$ cat config.mk
export PLATFORM = sky130hd
export DESIGN_NAME = movwide_pipe
export DESIGN_NICKNAME = d
export VERILOG_FILES = /design/src/rtl/movwide_pkg.sv /design/src/rtl/movwide_lane_merge.sv /design/src/rtl/movwide_pipe.sv
export SDC_FILE = /design/constraint.sdc
export NUM_CORES = 1
export LEC_CHECK = 0
export CORE_MARGIN = 10
export CORE_UTILIZATION = 47
export CTS_CLUSTER_DIAMETER = 80
export DETAILED_ROUTE_END_ITERATION = 12
export PLACE_DENSITY = 0.77
export RECOVER_POWER = 50
export SETUP_SLACK_MARGIN = 0.02
export SYNTH_ARGS = -nofsm -noshare
export SYNTH_HDL_FRONTEND = slang
export SYNTH_SLANG_ARGS = --single-unit
$ cat constraint.sdc
create_clock -name clk -period 6 [get_ports clk]
set_input_delay 1.5 -clock clk [delete_from_list [all_inputs] [get_ports clk]]
set_output_delay 1.5 -clock clk [all_outputs]
set_load 0.005 [all_outputs]
$ cat src/rtl/movwide_pkg.sv
// Shared types and constants for the LEGv8 move-wide execution unit.
package movwide_pkg;

    typedef enum logic [1:0] {
        MW_MOVZ = 2'b00,
        MW_MOVN = 2'b01,
        MW_MOVK = 2'b10,
        MW_RSVD = 2'b11
    } mw_op_e;

    localparam int unsigned XZR_IDX = 31;
    localparam int unsigned IMM_W   = 16;

    // Number of 16-bit lanes in a datapath of the given width.
    function automatic int unsigned lane_count(input int unsigned data_w);
        return data_w / IMM_W;
    endfunction

endpackage

$ cat src/rtl/movwide_lane_merge.sv
// Combinational MOVZ/MOVN/MOVK lane merge: decodes the halfword select and
// muxes each 16-bit lane between imm16, zero and the incoming Db lane.
module movwide_lane_merge
    import movwide_pkg::*;
#(
    parameter int unsigned DATA_W = 64,
    parameter int unsigned HW_W   = $clog2(DATA_W / 16)
) (
    input  logic [1:0]        op,
    input  logic [IMM_W-1:0]  imm16,
    input  logic [HW_W-1:0]   hw,
    input  logic [DATA_W-1:0] db,
    output logic [DATA_W-1:0] data,
    output logic              err
);

    localparam int unsigned NUM_LANES = lane_count(DATA_W);

    mw_op_e               op_e;
    logic [NUM_LANES-1:0] lane_sel;
    logic [DATA_W-1:0]    merged;
    logic                 op_bad;

    assign op_e   = mw_op_e'(op);
    assign op_bad = (op_e == MW_RSVD);

    // An out-of-range hw leaves every lane unselected, which flags the error.
    always_comb begin
        lane_sel = '0;
        for (int unsigned k = 0; k < NUM_LANES; k++) begin
            if (32'(hw) == k) begin
                lane_sel[k] = 1'b1;
            end
        end
    end

    for (genvar k = 0; k < NUM_LANES; k++) begin : g_lane
        logic [IMM_W-1:0] db_lane;
        logic [IMM_W-1:0] zero_lane;
        logic [IMM_W-1:0] lane_out;

        assign db_lane   = db[k*IMM_W +: IMM_W];
        assign zero_lane = lane_sel[k] ? imm16 : '0;

        always_comb begin
            lane_out = '0;
            case (op_e)
                MW_MOVZ: lane_out = zero_lane;
                MW_MOVN: lane_out = ~zero_lane;
                MW_MOVK: lane_out = lane_sel[k] ? imm16 : db_lane;
                default: lane_out = '0;
            endcase
        end

        assign merged[k*IMM_W +: IMM_W] = lane_out;
    end

    assign err  = op_bad | ~(|lane_sel);
    assign data = err ? '0 : merged;

endmodule

$ cat src/rtl/movwide_pipe.sv
// Two-stage move-wide execute unit with valid/ready on both sides and
// S2-to-S1 forwarding so back-to-back MOVK chains see the newest rd value.
module movwide_pipe
    import movwide_pkg::*;
#(
    parameter int unsigned DATA_W     = 64,
    parameter int unsigned REG_ADDR_W = 5,
    parameter int unsigned HW_W       = $clog2(DATA_W / 16)
) (
    input  logic                  clk,
    input  logic                  reset,
    input  logic                  in_valid,
    output logic                  in_ready,
    input  logic [1:0]            in_op,
    input  logic [REG_ADDR_W-1:0] in_rd,
    input  logic [IMM_W-1:0]      in_imm16,
    input  logic [HW_W-1:0]       in_hw,
    input  logic [DATA_W-1:0]     in_db,
    output logic                  out_valid,
    input  logic                  out_ready,
    output logic [REG_ADDR_W-1:0] out_rd,
    output logic [DATA_W-1:0]     out_data,
    output logic                  out_err
);

    localparam logic [REG_ADDR_W-1:0] XZR = REG_ADDR_W'(XZR_IDX);

    logic                  s1_valid_q;
    logic [1:0]            s1_op_q;
    logic [REG_ADDR_W-1:0] s1_rd_q;
    logic [IMM_W-1:0]      s1_imm_q;
    logic [HW_W-1:0]       s1_hw_q;
    logic [DATA_W-1:0]     s1_db_q;

    logic                  s2_valid_q;
    logic [REG_ADDR_W-1:0] s2_rd_q;
    logic [DATA_W-1:0]     s2_data_q;
    logic                  s2_err_q;

    logic                  s2_adv;
    logic                  fwd_cap;
    logic                  fwd_cmp;
    logic [DATA_W-1:0]     eff_db;
    logic [DATA_W-1:0]     merge_data;
    logic                  merge_err;

    assign s2_adv   = !s2_valid_q || out_ready;
    assign in_ready = !s1_valid_q || s2_adv;

    // S2 holds the newest not-yet-visible write; an erred entry never writes data.
    assign fwd_cap = s2_valid_q && !s2_err_q && (s2_rd_q == in_rd) && (in_rd != XZR);
    assign fwd_cmp = s2_valid_q && !s2_err_q && (s2_rd_q == s1_rd_q) && (s1_rd_q != XZR);
    assign eff_db  = fwd_cmp ? s2_data_q : s1_db_q;

    movwide_lane_merge #(
        .DATA_W (DATA_W),
        .HW_W   (HW_W)
    ) u_lane_merge (
        .op    (s1_op_q),
        .imm16 (s1_imm_q),
        .hw    (s1_hw_q),
        .db    (eff_db),
        .data  (merge_data),
        .err   (merge_err)
    );

    always_ff @(posedge clk or posedge reset) begin
        if (reset) begin
            s1_valid_q <= 1'b0;
            s1_op_q    <= '0;
            s1_rd_q    <= '0;
            s1_imm_q   <= '0;
            s1_hw_q    <= '0;
            s1_db_q    <= '0;
        end else if (in_ready) begin
            s1_valid_q <= in_valid;
            if (in_valid) begin
                s1_op_q  <= in_op;
                s1_rd_q  <= in_rd;
                s1_imm_q <= in_imm16;
                s1_hw_q  <= in_hw;
                s1_db_q  <= fwd_cap ? s2_data_q : in_db;
            end
        end
    end

    always_ff @(posedge clk or posedge reset) begin
        if (reset) begin
            s2_valid_q <= 1'b0;
            s2_rd_q    <= '0;
            s2_data_q  <= '0;
            s2_err_q   <= 1'b0;
        end else if (s2_adv) begin
            s2_valid_q <= s1_valid_q;
            if (s1_valid_q) begin
                s2_rd_q   <= s1_rd_q;
                s2_data_q <= merge_data;
                s2_err_q  <= merge_err;
            end
        end
    end

    assign out_valid = s2_valid_q;
    assign out_rd    = s2_rd_q;
    assign out_data  = s2_data_q;
    assign out_err   = s2_err_q;

endmodule
# --- Yosys cells after proc, flatten, opt, wreduce, memory -nomap -nowiden ---
# Index checks and enable logic that the tools add are counted.
classes:
  muxes: 19
  div_mod_pow: 0
  multipliers: 0
  eq_ne: 14
  n_shift: 0
  addsub: 0
  n_bitwise: 6
  magnitude_cmp: 0
  reduce_logical: 19
op_table:
  columns: ["op", "n"]
  rows:
  - ["64-bit 2-to-1 mux", 3]
  - ["16-bit case mux with 3 select lines", 4]
  - ["16-bit 2-to-1 mux", 8]
  - ["16-bit NOT", 4]
  - ["4-bit by 3-bit inequality test with 1-bit output (second input constant)", 4]
  - ["3-bit AND reduction", 4]
  - ["5-bit == test", 2]
  - ["5-bit inequality test (second input constant)", 2]
  - ["2-bit == test (second input constant)", 4]
  - ["1-bit logical AND", 5]
  - ["2-bit by 1-bit == test with 1-bit output (second input constant)", 2]
  - ["2-bit logical NOT", 2]
  - ["1-bit 2-to-1 mux", 4]
  - ["2-bit AND reduction", 2]
  - ["4-bit OR reduction", 1]
  - ["1-bit logical NOT", 3]
  - ["1-bit logical OR", 2]
  - ["1-bit NOT", 1]
  - ["1-bit bitwise OR", 1]
totals:
  ramBits: 0
  latch_bits: 0
  elab_cells: 71
  register_bits: 161
  n_memories: 0
  output_inout_bits: 72
  romBits: 0
  input_bits: 93

# --- Logic depth before layout (Yosys ltp) ---
logic_depth:
  word_depth: 8
  mapped_depth: 8
  depth_no_buf: 5

# --- Modules after synthesis ---
# From an unflattened synthesis, not the netlist that was laid out.
unflattened:
  cells_unflattened: 1002
  hier_area_um2: 9977.1
by_module_without_submodules:
  columns: ["mod", "instances", "seq_area_each_um2", "cells_each", "area_per_inst_um2"]
  rows:
  - ["movwide_pipe", 1, 4028.9, 731, 8270.4]
  - ["movwide_lane_merge", 1, 0.0, 271, 1706.6]

# --- Worst setup path before layout ---
# No wires, ideal clock.
synth_path:
  kind: "in2out"
  start: "input port out_ready"
  end: "output port in_ready"
  required_ns: 4.500
  arrival_ns: 1.679
  n_path_buf: 0
  slack_ns: 2.821
  path_stages: 1
  cell_sequence: "nand3b_1"
synth_between:
  elab_chain_cells: 2
synth_rtl:
  columns: ["element", "line_no", "source"]
  rows:
  - ["start, declared", "movwide_pipe.sv:20", "input logic out_ready,"]
  - ["1-bit logical OR", "movwide_pipe.sv:47", "assign s2_adv = !s2_valid_q || out_ready;"]
  - ["1-bit logical OR", "movwide_pipe.sv:48", "assign in_ready = !s1_valid_q || s2_adv;"]
  - ["end, declared", "movwide_pipe.sv:13", "output logic in_ready,"]
# Every way passes these cells.

==> impl.org <==
** Run status
- Result of the run :: finished, violations left
- Failing checks :: max-capacitance violations, max-slew violations

** CTS
- The tree built by TritonCTS fans out to 161 sinks.
- Register clock-pin slew on the reported worst setup and hold paths :: 0.06 ns
- Hold bufs inserted after CTS :: 0
- The number of setup buffers added after CTS is 0.
- CTS tree :: done
- Clock network latency to the later pin of the worst-skew pair :: between 0.4 and 0.5 ns
- Post-CTS sizing :: 0
- Deepest level of the CTS H-tree :: 4
- The clock passes through at most 2 buffers.
- Clock Tree Root :: sky130_fd_sc_hd__clkbuf_16
- Number of CTS-inserted buffers :: 17

** STA
- For the finished layout, the period the worst path requires is about 4.5 ns.
- Worst rel slew slack :: -47.0%
- The final-report max-slew violation count was 135.
- Setup repair after global routing left no endpoint under its margin.
- Between clock sinks in the finished design, the worst skew comes to between 0.01 and 0.015 ns.
- Slew of the pin with the lowest slew margin :: roughly 2.2 ns
- Setup total negative slack on the finished layout was measured at 0 ns.
- Derived from the worst setup path, the maximum achievable clock frequency is between 200 and 250 MHz.
- The number of hold violations in the final report is 0.
- Post-route worst setup slack :: 1.55 ns
- Ratio of final minimum period to clock period :: 74.2%
- Setup violations remaining at the end of the flow were counted as 0.

** Setup path
- The cell family contributing the most delay on the critical path is buffers and inverters.
- Worst setup path end :: out_data[25]
- In this run the critical register-to-register path is launched from s1_op_q[1].
- Top fanout value on the critical path :: 103
- At the worst endpoint, the arrival time is around 4.7 ns.
- Worst-path cell chain :: dlygate4sd3_1 -> clkinvlp_4 -> clkbuf_1
- At the worst endpoint, the required time is approximately 6.3 ns.
- On the worst path, the slowest cell contributes a delay of between 1 and 1.5 ns.
- The worst register-to-register path ends at out_data[25].
- Count of buffer and inverter cells on the critical path :: 3
- Critical path launch point :: reset
- The worst setup path is launched from an input port.
- Total number of cells along the worst setup path :: 3
- For this design, the slowest cell found on the critical path is sky130_fd_sc_hd__clkinvlp_4.
- Cell depth of the worst flop-to-flop path :: 5
- STA classifies the critical path endpoint as an async pin.
- Reg2reg setup slack :: approximately 2.6 ns
- The critical path in this run is classified as in2async.

** Final layout
- Layout cell share with drive strength beyond 1 :: about 16%
- Layout overhead on the synthesized area :: 27.9%
- 0 antenna diodes ended up in the layout.
- Final design area excluding fillers :: about 0.011 sq mm
- At the end of the flow, the number of nets in the layout was about 1,000.

** Place
- Detailed placement ended at an HPWL of roughly 15 mm.
- Port Buffer Count :: between 150 and 200
- Global placement routability congestion :: between 0.8 and 0.9
- After detailed placement, the total cell area comes to between 0.01 and 0.015 sq mm.
- OpenSTA, run right after detailed placement, puts the worst setup slack at around 1.8 ns.

** Route
- After detailed routing, the number of remaining DRC violations is 0.
- The count of nets left with antenna violations once routing finished came out at 0.
- Vias per inst :: between 5 and 6
- For this run, the detailed router's first-pass iteration total came to 5.
- The detailed router finished its first iteration with ~530 violations.
- For this block, the routed nets add up to ~23 mm of wire.
- In the final routed layout, each cell accounts on average for about 20 microns.
- The routed layout has ~6,500 vias.

** Synth
- Summing the sequential cell areas from Yosys gives around 48% of the chip area.
- By area the synthesized netlist is led by sky130_fd_sc_hd__dfrtp_1 (48%), sky130_fd_sc_hd__mux2_2 (12%), sky130_fd_sc_hd__mux2i_1 (7.7%).
- After synthesis, the share of flip-flops with an asynchronous set or reset is 100%.
- Synthesis handed over a netlist of roughly 800 instances.
- Share of the synthesized area in the top cell type :: roughly 48%
- The average instance in the mapped netlist occupies about 10 sq um.
- Counting instances in the post-synthesis netlist gives the leading cell types as sky130_fd_sc_hd__dfrtp_1 (161), sky130_fd_sc_hd__mux2_2 (88), sky130_fd_sc_hd__nand2_1 (87).
- After synthesis, the netlist uses 32 different library cells.
- Among all flip-flop cells after synthesis, the most frequent one is sky130_fd_sc_hd__dfrtp_1.
- By instance count, the leading cell after synthesis is sky130_fd_sc_hd__dfrtp_1.
- Summing every instance area after synthesis gives between 0.008 and 0.009 sq mm.
- #FFs+latches synth :: between 150 and 200
- Library cell occupying the most area in the post-synthesis netlist :: sky130_fd_sc_hd__dfrtp_1
- Number of flops mapped to enable cells by yosys :: 0
- Yosys Warn Count :: 0
- Net count after synthesis :: approximately 890

** Global route
- Gr ovfl total :: 0
- First-pass GRT wire length :: approximately 37 mm
- Maximum number of pins on one net before global-route repair :: 104
- The number of global-route vias before repair was between 6,000 and 7,000.
- Number of antenna violations at the first check in global routing :: 0
- Global routing used roughly 19% of the available tracks across all layers.

** Floorplanning
- Total I/O pin count :: between 150 and 200
- From bottom edge to top edge, the die measures 153 microns.
- The core region is around 0.017 sq mm.
- Area enclosed by the die boundary :: 0.0235 sq mm
- # rows :: 48
- Starting utilization of the core area :: 48.1%
- Horizontal die dimension :: between 150 and 200 microns

** Pwr
- Cell leakage power :: slightly below 0.005 uW
- Overall power after layout :: 3970 uW
- The worst-case IR drop observed on VDD is approximately 0.23 mV.
- Power spread over the standard cell area amounts to between 300 and 400 mW/mm^2.

** Flow run
- Max-cap violations in this run came to 2.

** Worst hold path
- Classification of the worst-slack hold path :: reg2reg
-- layout by cell type (no fill, tap or decap), types with 2 or more instances in the layout --
cell | Yosys | layout
sky130_fd_sc_hd__dfrtp_1 | 161 | 159
sky130_fd_sc_hd__clkdlybuf4s50_1 | 0 | 124
sky130_fd_sc_hd__mux2_2 | 88 | 88
sky130_fd_sc_hd__nand2_1 | 87 | 86
sky130_fd_sc_hd__o21ai_0 | 82 | 82
sky130_fd_sc_hd__a21oi_1 | 65 | 65
sky130_fd_sc_hd__mux2i_1 | 64 | 64
sky130_fd_sc_hd__a21o_1 | 48 | 48
sky130_fd_sc_hd__a221oi_1 | 48 | 48
sky130_fd_sc_hd__dlygate4sd3_1 | 0 | 40
sky130_fd_sc_hd__clkbuf_16 | 0 | 17
sky130_fd_sc_hd__a22oi_1 | 16 | 16
sky130_fd_sc_hd__buf_4 | 3 | 12
sky130_fd_sc_hd__nor2b_1 | 11 | 9
sky130_fd_sc_hd__xor2_1 | 6 | 6
sky130_fd_sc_hd__bufinv_16 | 0 | 6
sky130_fd_sc_hd__clkinv_2 | 0 | 5
sky130_fd_sc_hd__nand2b_1 | 4 | 4
sky130_fd_sc_hd__a21oi_2 | 4 | 4
sky130_fd_sc_hd__mux2_1 | 4 | 4
sky130_fd_sc_hd__clkbuf_1 | 73 | 4
sky130_fd_sc_hd__inv_1 | 4 | 3
sky130_fd_sc_hd__nor2b_2 | 0 | 2
sky130_fd_sc_hd__nor2_1 | 3 | 2
sky130_fd_sc_hd__clkinvlp_4 | 0 | 2
-- kinds of logic (layout without fill, tap and decap cells) --
logic type             Yosys count  after routing  share of synthesized area [%]
AND/OR/NAND/NOR                112            112                           6.04
multiplexers                   156            156                           20.1
flip-flops                     161            161                           48.3
buffers and inverters           93            213                           4.54
XOR/XNOR                         6              6                          0.630
AO/OA/AOI/OAI                  267            267                           20.4
-- final cells by class --
| type | instances | area [sq um] |
|---|---|---|
| clock inverters | 12 | 213 |
| inverters | 4 | 18.8 |
| flip-flops and latches | 161 | 4030 |
| fillers | 1457 | 6690 |
| well taps | 225 | 282 |
| repair buffers | 177 | 1740 |
| clock buffers | 20 | 437 |
| multi-input cells | 541 | 3950 |
-- metal layers --
layer | vias up | share of wire (%) | track usage (%)
met5 | - | 0 | 0
met4 | 0 | 1.3 | 4.90
met3 | 21 | 6.3 | 4.77
met2 | 196 | 45 | 29.3
met1 | 3172 | 47 | 26.7
li1 | 3115 | - | -
-- power breakdown --
part / total (uW) / switching, uW / internal, uW / leakage [uW]
Combinational: 1110 / 452 / 663 / 0.00270
Sequential: 1650 / 301 / 1350 / 0.00194
Clock: 1200 / 427 / 777 / 0.000318
-- stage by stage --
step                util (%)  cells  hold WS [ns]
floorplan                  -    795         0.451
global placement        57.8   1108         0.463
detailed placement      57.8   1108         0.471
CTS                     61.5   1140         0.485
global route            61.5   1140         0.505
finish                  61.5   1140         0.480
-- state kept, by name, indices dropped and copies added, names as in the netlist --
name / cells
out_err: 1
s1_imm_q: 16
s1_db_q: 64
s1_op_q: 2
s1_rd_q: 5
s1_hw_q: 2
out_rd: 5
s1_valid_q: 1
out_valid: 1
out_data: 64
-- worst min-delay path by stage --
| stage | cells past startpoint | endpoint | slack (ns) | start |
|---|---|---|---|---|
| after global placement | 2 | s1_db_q[27] | 0.46 | s1_db_q[27] |
| after CTS | 2 | s1_db_q[63] | 0.48 | s1_db_q[63] |
| after floorplan | 2 | s1_db_q[48] | 0.45 | s1_db_q[48] |
| after detailed placement | 2 | s1_db_q[63] | 0.47 | s1_db_q[63] |
| final | 2 | s1_db_q[55] | 0.48 | s1_db_q[55] |
| after global routing | 2 | s1_db_q[0] | 0.50 | s1_db_q[0] |
-- worst register-to-register path, cell delays in order, from the launching register on --
cell	delay, ns
sky130_fd_sc_hd__dfrtp_2	0.96
sky130_fd_sc_hd__buf_4	0.43
sky130_fd_sc_hd__nor2b_1	1.00
sky130_fd_sc_hd__nor2b_1	0.27
sky130_fd_sc_hd__a21oi_2	0.25
sky130_fd_sc_hd__mux2_2	0.38
Note: power is estimated with default switching activity, not from simulation.
